===== config.mk =====
export PLATFORM = sky130hd
export DESIGN_NAME = control_unit
export DESIGN_NICKNAME = d
export VERILOG_FILES = /design/src/rtl/control_pkg.sv /design/src/rtl/main_decoder.sv /design/src/rtl/control_unit.sv
export SDC_FILE = /design/constraint.sdc
export NUM_CORES = 1
export LEC_CHECK = 0
export CAP_MARGIN = 15
export CORE_AREA = 2 2 39 41
export DETAILED_ROUTE_END_ITERATION = 12
export DIE_AREA = 0 0 41 43
export SYNTH_ARGS = -nofsm -noshare
export SYNTH_HDL_FRONTEND = slang
export SYNTH_SLANG_ARGS = --single-unit

===== constraint.sdc =====
create_clock -name clk -period 1.1 [get_ports clk]
set_input_delay 0.165 -clock clk [delete_from_list [all_inputs] [get_ports clk]]
set_output_delay 0.165 -clock clk [all_outputs]
set_load 0.02 [all_outputs]

===== src/rtl/control_pkg.sv =====
// rtl/control_pkg.sv - shared opcode/ALUOp constants and the control-word type
package control_pkg;

    localparam int OPCODE_W = 7;
    localparam int ALUOP_W  = 2;

    localparam logic [OPCODE_W-1:0] OP_RTYPE  = 7'b0110011;
    localparam logic [OPCODE_W-1:0] OP_LOAD   = 7'b0000011;
    localparam logic [OPCODE_W-1:0] OP_STORE  = 7'b0100011;
    localparam logic [OPCODE_W-1:0] OP_BRANCH = 7'b1100011;
    localparam logic [OPCODE_W-1:0] OP_IMM    = 7'b0010011;

    localparam logic [ALUOP_W-1:0] ALUOP_ADD = 2'b00;
    localparam logic [ALUOP_W-1:0] ALUOP_BR  = 2'b01;
    localparam logic [ALUOP_W-1:0] ALUOP_R   = 2'b10;
    localparam logic [ALUOP_W-1:0] ALUOP_I   = 2'b11;

    // Field order matches the datapath's pipeline registers; all-zero is the reset/bubble word.
    typedef struct packed {
        logic               alu_src;
        logic               mem_to_reg;
        logic               reg_write;
        logic               mem_read;
        logic               mem_write;
        logic               branch;
        logic [ALUOP_W-1:0] alu_op;
        logic               illegal;
    } ctrl_word_t;

endpackage


===== src/rtl/main_decoder.sv =====
// rtl/main_decoder.sv - combinational opcode to control-word decode
module main_decoder
    import control_pkg::*;
(
    input  logic [OPCODE_W-1:0] opcode_i,
    output ctrl_word_t          ctrl_o
);

    always_comb begin
        ctrl_o = '0;
        case (opcode_i)
            OP_RTYPE: begin
                ctrl_o.reg_write = 1'b1;
                ctrl_o.alu_op    = ALUOP_R;
            end
            OP_LOAD: begin
                ctrl_o.alu_src    = 1'b1;
                ctrl_o.mem_to_reg = 1'b1;
                ctrl_o.reg_write  = 1'b1;
                ctrl_o.mem_read   = 1'b1;
                ctrl_o.alu_op     = ALUOP_ADD;
            end
            OP_STORE: begin
                ctrl_o.alu_src   = 1'b1;
                ctrl_o.mem_write = 1'b1;
                ctrl_o.alu_op    = ALUOP_ADD;
            end
            OP_BRANCH: begin
                ctrl_o.branch = 1'b1;
                ctrl_o.alu_op = ALUOP_BR;
            end
            OP_IMM: begin
                ctrl_o.alu_src   = 1'b1;
                ctrl_o.reg_write = 1'b1;
                ctrl_o.alu_op    = ALUOP_I;
            end
            // Unsupported opcodes, X/Z included, become a harmless bubble flagged illegal.
            default: begin
                ctrl_o.illegal = 1'b1;
            end
        endcase
    end

endmodule


===== src/rtl/control_unit.sv =====
// rtl/control_unit.sv - registered RV32I main control decoder
module control_unit
    import control_pkg::*;
(
    input  logic                clk,
    input  logic                rst,
    input  logic [OPCODE_W-1:0] opcode,
    output logic                ALUSrc,
    output logic                MemToReg,
    output logic                RegWrite,
    output logic                MemRead,
    output logic                MemWrite,
    output logic                Branch,
    output logic [ALUOP_W-1:0]  ALUOp,
    output logic                Illegal
);

    ctrl_word_t ctrl_d;
    ctrl_word_t ctrl_q;

    main_decoder u_main_decoder (
        .opcode_i (opcode),
        .ctrl_o   (ctrl_d)
    );

    always_ff @(posedge clk) begin
        if (rst) begin
            ctrl_q <= '0;
        end else begin
            ctrl_q <= ctrl_d;
        end
    end

    assign ALUSrc   = ctrl_q.alu_src;
    assign MemToReg = ctrl_q.mem_to_reg;
    assign RegWrite = ctrl_q.reg_write;
    assign MemRead  = ctrl_q.mem_read;
    assign MemWrite = ctrl_q.mem_write;
    assign Branch   = ctrl_q.branch;
    assign ALUOp    = ctrl_q.alu_op;
    assign Illegal  = ctrl_q.illegal;

endmodule


; ---- Word-level counts from Yosys, hierarchy flattened
; Index checks and enable logic that the tools add are counted.
[word_totals]
in_bits = 9
register_bits = 8
out_inout_bits = 9
[op_classes]
muxes = 7
reduce_logical = 3
eq_ne = 5
[op_table]
columns = cell, n
row1 = $eq A7 B6 Y1 const B, 2
row2 = $eq A7 B2 Y1 const B, 1
row3 = $eq A7 B5 Y1 const B, 1
row4 = $eq A7 B7 Y1 const B, 1
row5 = $mux W1, 6
row6 = $pmux W2 S3, 1
row7 = $reduce_or A3 Y1, 2
row8 = $reduce_or A5 Y1, 1

; ---- Logic depth before layout (Yosys ltp)
[logic_depth]
word_depth = 3
mapped_depth = 4

; ---- Hierarchy
; Synthesis repeated with hierarchy kept, for this count alone.
[unflattened]
cells_unflattened = 33
hier_area_um2 = 342.8
[by_module_without_submodules]
columns = module, area_each_um2, seq_area_each_um2, n_inst, cells_each
row1 = control_unit, 236.5, 180.2, 1, 18
row2 = main_decoder, 106.4, 0.0, 1, 15

; ---- Worst setup path before layout
; No wires, ideal clock.
[synth_path]
path_type = input to register
from = input port rst
to = register ctrl_q, in the netlist ALUOp[1]
arrival_time_ns = 0.949
required_time_ns = 1.027
path_stages = 3
slack_ns = 0.079
path_cell_list = or4_4 -> buf_6 -> nor3b_2
[synth_lines]
columns = element, line
row1 = from (decl), control_unit.sv:6  ; input logic rst,
row2 = to (signal assigned), control_unit.sv:30  ; ctrl_q <= ctrl_d;
row3 = to (decl), control_unit.sv:19  ; ctrl_word_t ctrl_q;

; ---- Final worst setup path
[layout_path]
from = input port opcode[4]
to = register ctrl_q, in the netlist ALUOp[0]
[layout_via]
elab_chain_cells = 2
elab_cells_between_ends = 4
classes_between = 3 x eq/ne / 1 x mux
[layout_rtl]
columns = element, line
row1 = from (decl), control_unit.sv:7  ; input logic [OPCODE_W-1:0] opcode,
row2 = $eq A7 B5 Y1 (tied with other cells), main_decoder.sv:11  ; case (opcode_i)
row3 = $pmux W2 S3 *, main_decoder.sv:11
; Mark *: on every way between the ends. The rest lies on a longest branch, timed or not.
; A chain may end at the register's enable or synchronous reset.

==> flow_summary.json <==
{
  "power_density_mw_per_mm2": 1070,
  "crit_family": "buffers and inverters",
  "hpwlAfterDp_um": 460.1,
  "grt_start_max_net_pins": 8,
  "clock_sinks": 8,
  "tritoncts": "done",
  "max_cap_violations": 0,
  "htreeDepth": 1,
  "die_h_um": 43,
  "initialDrtViolationCount": 0,
  "p_leak_nw": 0.2509,
  "worst-path-buf-inv": 1,
  "die_area_sq_mm": 0.001763,
  "final_area_sq_um": 553.0,
  "internal_power_mw": 0.4643,
  "numCtsBuffers": 3,
  "status": "finished, final reports clean",
  "worst_slew_pin_slew_ns": 0.2729,
  "start_kind": "input pin",
  "fin_cells": 67,
  "slew_headroom_pct": 81.77,
  "grt_pass1_vias": 239,
  "yosysSeqAreaShare_pct": 53.11,
  "crit_cells": 3,
  "layout_common_cells": "dlygate4sd2_1, dfxtp_1, buf_4",
  "dp_slack_ns": -0.3326,
  "synth_seq_cells": 8,
  "pwr-share-seq_pct": 49.8,
  "power.switching_mw": 0.1272,
  "fillerInstances": 143,
  "wire_per_inst_um": 8.955,
  "antenna_found_initial": 0,
  "post_cts_hold_buffer_count": 0,
  "synth_nets": 35,
  "cpPeakStageDelay_ns": 0.48,
  "fin_crit_ns": 1.087,
  "routed_wl_um": 600,
  "min_path_type": "in2reg",
  "postPlaceCellArea_sq_um": 514.2,
  "hold_slack_ns": 0.1310,
  "synth_warnings": 0,
  "min_path_cells": 2,
  "swShare_pct": 21.50,
  "crit_type": "in2reg",
  "vias": 267,
  "grt_util_all_layers_pct": 7.661,
  "cts.clk_slew.worst_paths_ns": 0.05,
  "final_nets": 62,
  "firstDrtPassIters": 1,
  "fin_ws_ns": 0.01339,
  "slew_viol_final": 0,
  "critPathArrivalTime_ns": 1.26,
  "timing.final.hold_violations": 0,
  "antenna_cells": 0,
  "crit_fanout": 3,
  "ant_nets": 0,
  "drive_gt1_share_pct": 39.22,
  "start_util_pct": 21.79,
  "final_common_cell": "dlygate4sd2_1",
  "io_pins": 18,
  "overflow": 0,
  "syn-cell-area_sq_um": 301.5,
  "drc": 0,
  "cts_root_buffer": "clkbuf_4",
  "placed_cells": 62,
  "grt_pass1_wl_um": 897,
  "cp.required_ns": 1.27,
  "synth.distinct_cells": 16,
  "gp_congestion": 0.6489,
  "rsz0062_at_grt": "no",
  "cts_buffer_depth": 2,
  "peakVddDrop_uv": 739.6,
  "crit_slowest_cell": "clkdlybuf4s50_1",
  "crit_path_cell_trace": "clkdlybuf4s50_1 -> or3b_2 -> a21oi_1",
  "clock.fmax_mhz": 920.3,
  "core_area_sq_mm": 0.001384,
  "syn_to_final_growth_pct": 83.40,
  "finalCoreUtilization_pct": 39.96,
  "placementRows": 14,
  "setup_viol": 0,
  "fin_crit_sh_pct": 98.78,
  "synth_cells": 26,
  "power_frac_comb_pct": 13.9,
  "die_w_um": 41,
  "cp-end-kind": "flop",
  "clkPwrFrac_pct": 36.3,
  "avgSynthCellArea_sq_um": 11.60,
  "vias_per_cell": 3.985,
  "port-buffer-count": 17
}
[path summary, 6_finish.rpt]
check	from	endpoint	slack, ns
setup / recovery	opcode[4]	ALUOp[0]	0.01
hold / removal	rst	Illegal	0.13
[synthesized netlist by cell type]
library cell	count	area, sq um
a2111oi_0	1	8.760
a211oi_2	1	12.51
a21oi_1	1	5.000
dfxtp_1	8	160.2
nand2_1	2	7.510
clkbuf_1	1	3.750
nor2b_1	1	6.260
buf_6	1	11.26
nand2b_1	1	6.260
nor3_2	2	20.02
nor3b_2	1	12.51
buf_4	1	7.510
nor2_1	2	7.510
or3b_2	1	8.760
nor4_2	1	12.51
or4_4	1	11.26
[registers in the layout (all words and copies together), names as in the netlist]
register and count:
RegWrite 1, ALUOp 2, Illegal 1, Branch 1, MemRead 1, MemWrite 1
ALUSrc 1
[power by group through the flow]
stage | sequential, mW | clock, mW | combinational, mW
after floorplan | 0.305 | 0 | 0.0197
after global placement | 0.301 | 0 | 0.0818
after detailed placement | 0.301 | 0 | 0.0828
after CTS | 0.294 | 0.223 | 0.0781
after global routing | 0.294 | 0.244 | 0.0881
final | 0.294 | 0.215 | 0.0823
[repair_timing]
item / CTS / global route
pin swaps: 3 / 3
buffers inserted: 0 / 2
resized for setup: 15 / 7
endpoints found under the setup margin: 17 / 5
[per-stage QoR]
stage / total power, mW / TNS [ns]
3_5_place_dp: 0.3835 / -2.454
2_1_floorplan: 0.3252 / 0
4_1_cts: 0.5956 / 0
3_3_place_gp: 0.3826 / -2.404
6_report: 0.5915 / 0
5_1_grt: 0.6266 / 0
[metal layers]
| layer | up-vias | track usage (%) | share of wire (%) |
|---|---|---|---|
| met2 | 15 | 11.56 | 48 |
| met3 | 0 | 6.806 | 10 |
| met1 | 112 | 8.469 | 41 |
| met4 | 0 | 0 | 0 |
| met5 | - | 0 | 0 |
| li1 | 140 | - | - |
[final cells by class]
class,count,area [sq um],area share (%)
clock buffer,3,22.52,4.072
multi-input combinational,15,133.9,24.21
sequential,8,160.2,28.96
tap,16,20.02,3.620
timing repair buffer,25,216.5,39.14
[cells by family after synthesis]
group,share of synthesized area [%]
AND/OR/NAND/NOR,30.71
AO/OA/AOI/OAI,8.712
flip-flops,53.11
buffers and inverters,7.468
(Power assumes the default switching activity.)
